--- config.mk ---
export PLATFORM = sky130hd
export DESIGN_NAME = bin_to_bcd
export DESIGN_NICKNAME = d
export VERILOG_FILES = /design/src/rtl/calc_pkg.sv /design/src/rtl/bcd_add3.sv /design/src/rtl/bin_to_bcd.sv
export SDC_FILE = /design/constraint.sdc
export NUM_CORES = 1
export LEC_CHECK = 0
export ABC_CLOCK_PERIOD_IN_PS = 5200
export BUFFER_PORTS_ARGS = -buffer_cell sky130_fd_sc_hd__buf_2
export CAP_MARGIN = 10
export CORE_MARGIN = 2
export CORE_UTILIZATION = 60
export DETAILED_ROUTE_END_ITERATION = 8
export GPL_ROUTABILITY_DRIVEN = 0
export PLACE_DENSITY = 0.92
export SLEW_MARGIN = 40
export SYNTH_ARGS = -nofsm -noshare
export SYNTH_HDL_FRONTEND = slang
export SYNTH_SLANG_ARGS = --single-unit
--- constraint.sdc ---
create_clock -name clk -period 5.2 [get_ports clk]
set_input_delay 0.78 -clock clk [delete_from_list [all_inputs] [get_ports clk]]
set_output_delay 0.78 -clock clk [all_outputs]
set_load 0.01 [all_outputs]
--- src/rtl/calc_pkg.sv ---
// Shared calculator constants, widths and the converter FSM encoding.
// Imported by the arithmetic units and the BCD display path.
package calc_pkg;

  localparam int DATA_W     = 28;
  localparam int MAG_W      = 27;
  localparam int MAX_MAG    = 99_999_999;
  localparam int NUM_DIGITS = 8;
  localparam int BCD_W      = 4 * NUM_DIGITS;

  localparam logic [3:0] BLANK_DIGIT = 4'hF;

  typedef enum logic [1:0] {
    IDLE  = 2'd0,
    SHIFT = 2'd1,
    DONE  = 2'd2
  } state_t;

endpackage

--- src/rtl/bcd_add3.sv ---
// Double-dabble digit correction.
// A digit of 5 or more gets +3 before the next left shift.
module bcd_add3 (
  input  logic [3:0] digit,
  output logic [3:0] adj
);

  assign adj = (digit >= 4'd5) ? digit + 4'd3 : digit;

endmodule

--- src/rtl/bin_to_bcd.sv ---
// Signed 28-bit binary to 8-digit BCD converter.
// Sequential double-dabble, one shift per clock.
module bin_to_bcd
  import calc_pkg::*;
(
  input  logic              clk,
  input  logic              rst,
  input  logic [DATA_W-1:0] d_in,
  input  logic              ovr_in,
  input  logic              valid_in,
  output logic [BCD_W-1:0]  bcd_out,
  output logic              neg_out,
  output logic              err_out,
  output logic              valid_out,
  output logic              busy
);

  state_t state, state_nx;

  logic [MAG_W-1:0]  mag;
  logic [BCD_W-1:0]  acc;
  logic [BCD_W-1:0]  acc_adj;
  logic [4:0]        cnt;
  logic              neg_r;
  logic              err_r;
  logic [DATA_W-1:0] abs_val;
  logic              accept;

  // -2^27 has no 27-bit magnitude; its 28-bit abs exceeds the limit
  assign abs_val = d_in[DATA_W-1] ? (~d_in + 1'b1) : d_in;
  assign accept  = !ovr_in && (abs_val <= MAX_MAG[DATA_W-1:0]);
  assign busy    = (state != IDLE);

  for (genvar i = 0; i < NUM_DIGITS; i++) begin : g_dig
    bcd_add3 u_add3 (
      .digit (acc[4*i +: 4]),
      .adj   (acc_adj[4*i +: 4])
    );
  end

  always_ff @(posedge clk or negedge rst) begin
    if (!rst) state <= IDLE;
    else      state <= state_nx;
  end

  always_comb begin
    state_nx = state;
    unique case (state)
      IDLE:  if (valid_in) state_nx = accept ? SHIFT : DONE;
      SHIFT: if (cnt == 5'd1) state_nx = DONE;
      DONE:  state_nx = IDLE;
      default: state_nx = IDLE;
    endcase
  end

  always_ff @(posedge clk or negedge rst) begin
    if (!rst) begin
      mag       <= '0;
      acc       <= '0;
      cnt       <= '0;
      neg_r     <= 1'b0;
      err_r     <= 1'b0;
      bcd_out   <= '0;
      neg_out   <= 1'b0;
      err_out   <= 1'b0;
      valid_out <= 1'b0;
    end else begin
      valid_out <= 1'b0;
      unique case (state)
        IDLE: begin
          if (valid_in && accept) begin
            mag   <= abs_val[MAG_W-1:0];
            neg_r <= d_in[DATA_W-1];
            err_r <= 1'b0;
            acc   <= '0;
            cnt   <= 5'(MAG_W);
          end else if (valid_in) begin
            neg_r <= 1'b0;
            err_r <= 1'b1;
            acc   <= {NUM_DIGITS{BLANK_DIGIT}};
          end
        end
        SHIFT: begin
          acc <= {acc_adj[BCD_W-2:0], mag[MAG_W-1]};
          mag <= {mag[MAG_W-2:0], 1'b0};
          cnt <= cnt - 5'd1;
        end
        DONE: begin
          valid_out <= 1'b1;
          bcd_out   <= acc;
          neg_out   <= neg_r;
          err_out   <= err_r;
        end
        default: ;
      endcase
    end
  end

endmodule

# Word level (Yosys, flattened, before mapping)
# Index checks and enable logic that the tools add are counted.
# totals
regBits	103
romBits	0
ramBits	0
n_memories	0
word_cells	73
latchBits	0
# classes
order_cmp	9
reduce_logical	11
n_eq_ne	7
muxes	25
n_bitwise	1
n_addsub	10
n_shift	0
multipliers	0
div_mod_pow	0
# ops
operator	count
32-bit two-way mux	2
32-bit case mux with 2 select lines	1
27-bit case mux with 2 select lines	1
4-bit by 3-bit greater-or-equal comparator with 1-bit output, second input constant	8
28-bit by 1-bit adder with 28-bit output, second input constant	1
4-bit by 2-bit adder with 4-bit output, second input constant	7
28-bit by 27-bit less-or-equal comparator with 1-bit output, second input constant	1
28-bit two-way mux	1
4-bit two-way mux	7
28-bit NOT	1
27-bit two-way mux	1
5-bit case mux with 2 select lines	1
2-bit AND reduction	4
2-bit two-way mux	3
2-bit != test, second input constant	3
2-bit nonzero test	3
5-bit by 1-bit equality test with 1-bit output, second input constant	1
1-bit two-way mux	5
5-bit two-way mux	1
5-bit by 1-bit subtractor with 5-bit output, second input constant	1
2-bit case mux with 2 select lines	1
3-bit by 2-bit adder with 3-bit output, second input constant	1
3-bit two-way mux	1
3-bit != test, second input constant	1
other kinds (5)	6

# Logic depth before layout (Yosys ltp)
# depth
ltp_word	8
ltp_mapped	13
depth_no_buf	10

# Hierarchy
# From an unflattened synthesis, not the netlist that was laid out.
# unflattened
cells_unflattened	673
hier_area_um2	6268.5
# by_module_without_submodules
mod	n_inst	area_per_inst_um2	cells_each
bin_to_bcd	1	5457.7	545
bcd_add3	8	101.3	16

# Worst setup path before layout
# Ideal clock, no wire load.
# synth_timing
path_kind	in2reg
from	in d_in[1]
to	reg cnt[4]
arrival_time_ns	3.883
t_required_ns	5.069
stages	13
path_buffers	3
setup_slack_ns	1.185
cell_sequence	inv_1 ha_1 or3b_2 clkbuf_1 o41ai_1 xor2_1 or4_1 a311oi_1 o21bai_4 and2_4 buf_6 buf_6 or3_1
# synth_via
elab_chain_len	8
# synth_rtl
element	line_no	rtl
start: declaration	bin_to_bcd.sv:8	input logic [DATA_W-1:0] d_in,
28-bit NOT	bin_to_bcd.sv:30	assign abs_val = d_in[DATA_W-1] ? (~d_in + 1'b1) : d_in;
28-bit by 1-bit adder with 28-bit output	bin_to_bcd.sv:30	
28-bit two-way mux *	bin_to_bcd.sv:30	
28-bit by 27-bit less-or-equal comparator with 1-bit output *	bin_to_bcd.sv:31	assign accept = !ovr_in && (abs_val <= MAX_MAG[DATA_W-1:0]);
1-bit logical AND *	bin_to_bcd.sv:31	
1-bit logical AND *	bin_to_bcd.sv:71	if (valid_in && accept) begin
2-bit != test (no source line) *	--	
2-bit AND reduction (no source line) *	--	
end signal: assignment	bin_to_bcd.sv:76	cnt <= 5'(MAG_W);
end signal: assignment	bin_to_bcd.sv:86	cnt <= cnt - 5'd1;
end: declaration	bin_to_bcd.sv:23	logic [4:0] cnt;
# Mark *: on every way between the ends. The rest lies on a longest branch, timed or not.
# A chain may end at the register's enable or synchronous reset.

# Worst setup path after layout
# layout_timing
from	in d_in[0]
to	reg acc[26]
# layout_via
elab_chain_len	8
word_cells_on_any_way	10
cone_classes	1 x add/sub; 1 x order compare; 1 x eq/ne; 3 x mux; 1 x bitwise; 3 x reduce/logical
# layout_rtl
element	line_no	rtl
28-bit NOT	bin_to_bcd.sv:30	
28-bit by 1-bit adder with 28-bit output	bin_to_bcd.sv:30	
28-bit two-way mux *	bin_to_bcd.sv:30	
28-bit by 27-bit less-or-equal comparator with 1-bit output *	bin_to_bcd.sv:31	
1-bit logical AND *	bin_to_bcd.sv:31	
1-bit logical AND *	bin_to_bcd.sv:71	
32-bit two-way mux or 3-bit != test (tied branches)	--	
32-bit case mux with 2 select lines or 2-bit AND reduction (tied branches)	--	
end signal: assignment	bin_to_bcd.sv:80	acc <= {NUM_DIGITS{BLANK_DIGIT}};
end signal: assignment	bin_to_bcd.sv:84	acc <= {acc_adj[BCD_W-2:0], mag[MAG_W-1]};
end: declaration	bin_to_bcd.sv:21	logic [BCD_W-1:0] acc;
# Marked as above.

==> impl_metrics.toml <==
[layout]
sequential_cell_area_mm2 = 0.002577
final_cells = 753
layout.nets = 670
fraction_of_final_layout_cells_sized_beyond_drive_strength_1_pct = 19.39
fillers = 693
final_cell_area_mm2 = 0.006306
flow.area_growth_from_synthesis_pct = 10.33
antenna_cells_inserted = 0
multi_input_comb_area_mm2 = 0.002858
finalCoreUtilization_pct = 68.25

[sta]
timing.final.hold_violations = 0
fin_worst_skew_ns = 0.01254
finalCritPeriodShare_pct = 75.32
report.final.slew_viol_count = 0
whs_ns = 0.4032
setup_violations = 0
fin_crit_ns = 3.917
headroom_to_the_max_slew_limit_pct = 50.39
worst_pin_slew_ns = 0.7442
max_freq_mhz = 255.3
rsz0062_at_grt = "false"
final_setup_margin_ns = 1.283
setup_tns_ns = 0

[power]
power.switching_mw = 1.459
post-layout-total-power_mw = 3.574
switching_share_pct = 40.82
clock_power_share_pct = 14.2
power.share.combinational_pct = 44.8
power.ir.vdd_worst_uv = 219.2
share_seq_of_total_power_pct = 40.9
powerDensity_mw_per_mm2 = 566.7
internal_power_mw = 2.115
total_leakage_power_nw = 2.881

[logic_synthesis]
post_synth.cell_area_avg_um2 = 10.01
synth_compound_gate_area_share_pct = 19.55
largest_family_of_logic_cells_by_synthesized_area = "compound AO/OA/AOI/OAI gates"
post_synth_and_or_nand_nor_area_fraction_pct = 16.40
netlist_top_cells_count = "103 x sky130_fd_sc_hd__dfrtp_1, 46 x sky130_fd_sc_hd__nand2_1, 44 x sky130_fd_sc_hd__o21ai_0"
most_frequent_cell_after_synthesis = "sky130_fd_sc_hd__dfrtp_1"
post_synth_main_area_contributors = "sky130_fd_sc_hd__dfrtp_1 45%, sky130_fd_sc_hd__a221o_1 5.3%, sky130_fd_sc_hd__ha_1 4.2%, sky130_fd_sc_hd__o21ai_0 3.9%, sky130_fd_sc_hd__mux2_2 3.5%"
synthFlopType = "sky130_fd_sc_hd__dfrtp_1"
synthDistinctLibCells = 59
syn_inst = 571
synth-warning-count = 0
mappedNetlistArea_mm2 = 0.005715
synth-edff-count = 0
yosys.area_share.xor_xnor_pct = 5.517
post-synth-top-area-cell = "sky130_fd_sc_hd__dfrtp_1"
yosysTopAreaCellShare_pct = 45.10
synth.area.mux_share_pct = 4.072
synth_adder_area_share_pct = 4.159
ys_seq_area_share_pct = 45.10
synthesis.nets = 622
synth_seq_cells = 103
async_flop_share_pct = 100.0

[worst_setup_path]
worstPathMaxFanout = 10
cp_data_arrival_time_ns = 4.23
path_class = "in2reg"
worst_setup_path_start_kind = "input pin"
logic_depth_of_the_worst_register_to_register_path = 6
endpoint_kind = "flop"
cp.required_ns = 5.51

[cts]
post_cts_resize_count = 0
tritoncts = "done"
path_clk_slew_ns = 0.10
cts_hold_buf = 0
cts_buffers = 9
clock_insertion_delay_worst_skew_ns = 0.37
clock_tree.htree_level_count = 3
clock-root-buffer = "sky130_fd_sc_hd__clkbuf_8"
ctsLongestPathBuffers = 2
post_cts.repair.setup_buffers = 0
clock_sinks = 103

[global_routing]
globalRoute.totalOverflow = 0
first_pass_grt_wire_length_um = 21040
gr-usage-all-layers_pct = 25.56
antenna_found_initial = 0
via_count_of_the_first_global_routing_pass = 4405
grt_start_max_net_pins = 59

[run_status]
status = "complete, no violations"

[min_path]
min-delay-path-class = "in2async"

[route]
detail_route.wirelength_um = 12890
detail-route-antenna-nets = 0
post_drt_via_cell_ratio = 6.337
drtPass1Iterations = 5
first_iter_violations = 347
via_count = 4772
drc_errors = 0
wl_per_cell_um = 17.12

[placement]
dp_cells = 737
place_worst_setup_slack_ns = 0.9151
detailed_place.area_mm2 = 0.006107
buffer_ports.inserted = 67
place.detailed.hpwl_um = 8997

[floorplanning]
floorplan.core_area_mm2 = 0.009240
floorplan.die_area_mm2 = 0.01032
starting_utilization_of_the_core_area_pct = 61.86
die_width_um = 101.6
std_cell_rows = 35
die-height_um = 101.6
ios = 68

[run]
max-cap-violations = 0
[power by group through the flow]
stage	Combinational [mW]	Sequential (mW)	Clock, mW
5_1_grt	1.78	1.51	0.545
6_report	1.60	1.46	0.508
2_1_floorplan	1.10	1.45	0
4_1_cts	1.60	1.46	0.512
3_3_place_gp	1.47	1.43	0
3_5_place_dp	1.59	1.46	0
[layout by cell type (no fill, tap or decap), types with 18 or more instances in the layout]
cell type                 instances
sky130_fd_sc_hd__xnor2_1         22
sky130_fd_sc_hd__buf_2           66
sky130_fd_sc_hd__nor3_1          19
sky130_fd_sc_hd__mux2_2          18
sky130_fd_sc_hd__o21ai_0         44
sky130_fd_sc_hd__and2_1          25
sky130_fd_sc_hd__ha_1            19
sky130_fd_sc_hd__inv_1           36
sky130_fd_sc_hd__nand3_1         19
sky130_fd_sc_hd__dfrtp_1        103
sky130_fd_sc_hd__nand2_1         46
sky130_fd_sc_hd__a221o_1         30
[layer usage]
metal | vias up | wire, um | global-route usage, %
li1 | 2184 | - | -
met1 | 2357 | 5582 | 34.74
met2 | 207 | 6320 | 41.55
met3 | 24 | 723 | 3.658
met4 | 0 | 267 | 9.979
met5 | - | 0 | 0
[final timing paths]
check                                     startpoint                   to  slack [ns]
worst max-delay path                         d_in[0]  acc[26]$_DFFE_PN0P_        1.28
worst min-delay path                             rst   mag[1]$_DFFE_PN0P_        0.40
worst max register to register  state[1]$_DFFE_PN0P_  mag[20]$_DFFE_PN0P_        3.03
worst min register to register   mag[25]$_DFFE_PN0P_  mag[25]$_DFFE_PN0P_        0.48
max in group asynchronous                        rst   cnt[1]$_DFFE_PN0P_        3.66
min in group clk                 mag[25]$_DFFE_PN0P_  mag[25]$_DFFE_PN0P_        0.48
[flip-flops by register name, indices dropped and copies added (netlist names)]
| signal | count |
|---|---|
| err_r | 1 |
| neg_out | 1 |
| mag | 27 |
| acc | 32 |
| valid_out | 1 |
| cnt | 5 |
| neg_r | 1 |
| err_out | 1 |
| state | 2 |
| bcd_out | 32 |
[cells by family (layout without fill, tap and decap cells)]
| group | count (synthesis) | after routing |
|---|---|---|
| xor gates and xnor gates | 36 | 36 |
| adders and majority gates | 19 | 19 |
| and+or+nand+nor | 172 | 172 |
| DFF | 103 | 103 |
| muxes | 21 | 21 |
| AOI/OAI and AO/OA | 149 | 149 |
| buffers and inverters | 71 | 124 |
[layout make-up]
| type | count | share of cell area (%) |
|---|---|---|
| Timing Repair Buffer | 72 | 5.952 |
| Clock inverter | 5 | 0.9127 |
| Clock buffer | 11 | 2.242 |
| Tap cell | 129 | 2.560 |
| Inverter | 36 | 2.143 |
| Sequential cell | 103 | 40.87 |
| Multi-Input combinational cell | 397 | 45.32 |
[critical path: stages]
cell and delay, ns:
sky130_fd_sc_hd__buf_2 0.13, sky130_fd_sc_hd__inv_1 0.06, sky130_fd_sc_hd__ha_1 0.16, sky130_fd_sc_hd__or3b_2 0.57, sky130_fd_sc_hd__o41ai_1 0.41, sky130_fd_sc_hd__xor2_1 0.13
sky130_fd_sc_hd__or4_1 0.56, sky130_fd_sc_hd__a311oi_1 0.43, sky130_fd_sc_hd__o21bai_4 0.16, sky130_fd_sc_hd__a21oi_1 0.61, sky130_fd_sc_hd__a221o_1 0.22
(Power assumes the default switching activity.)
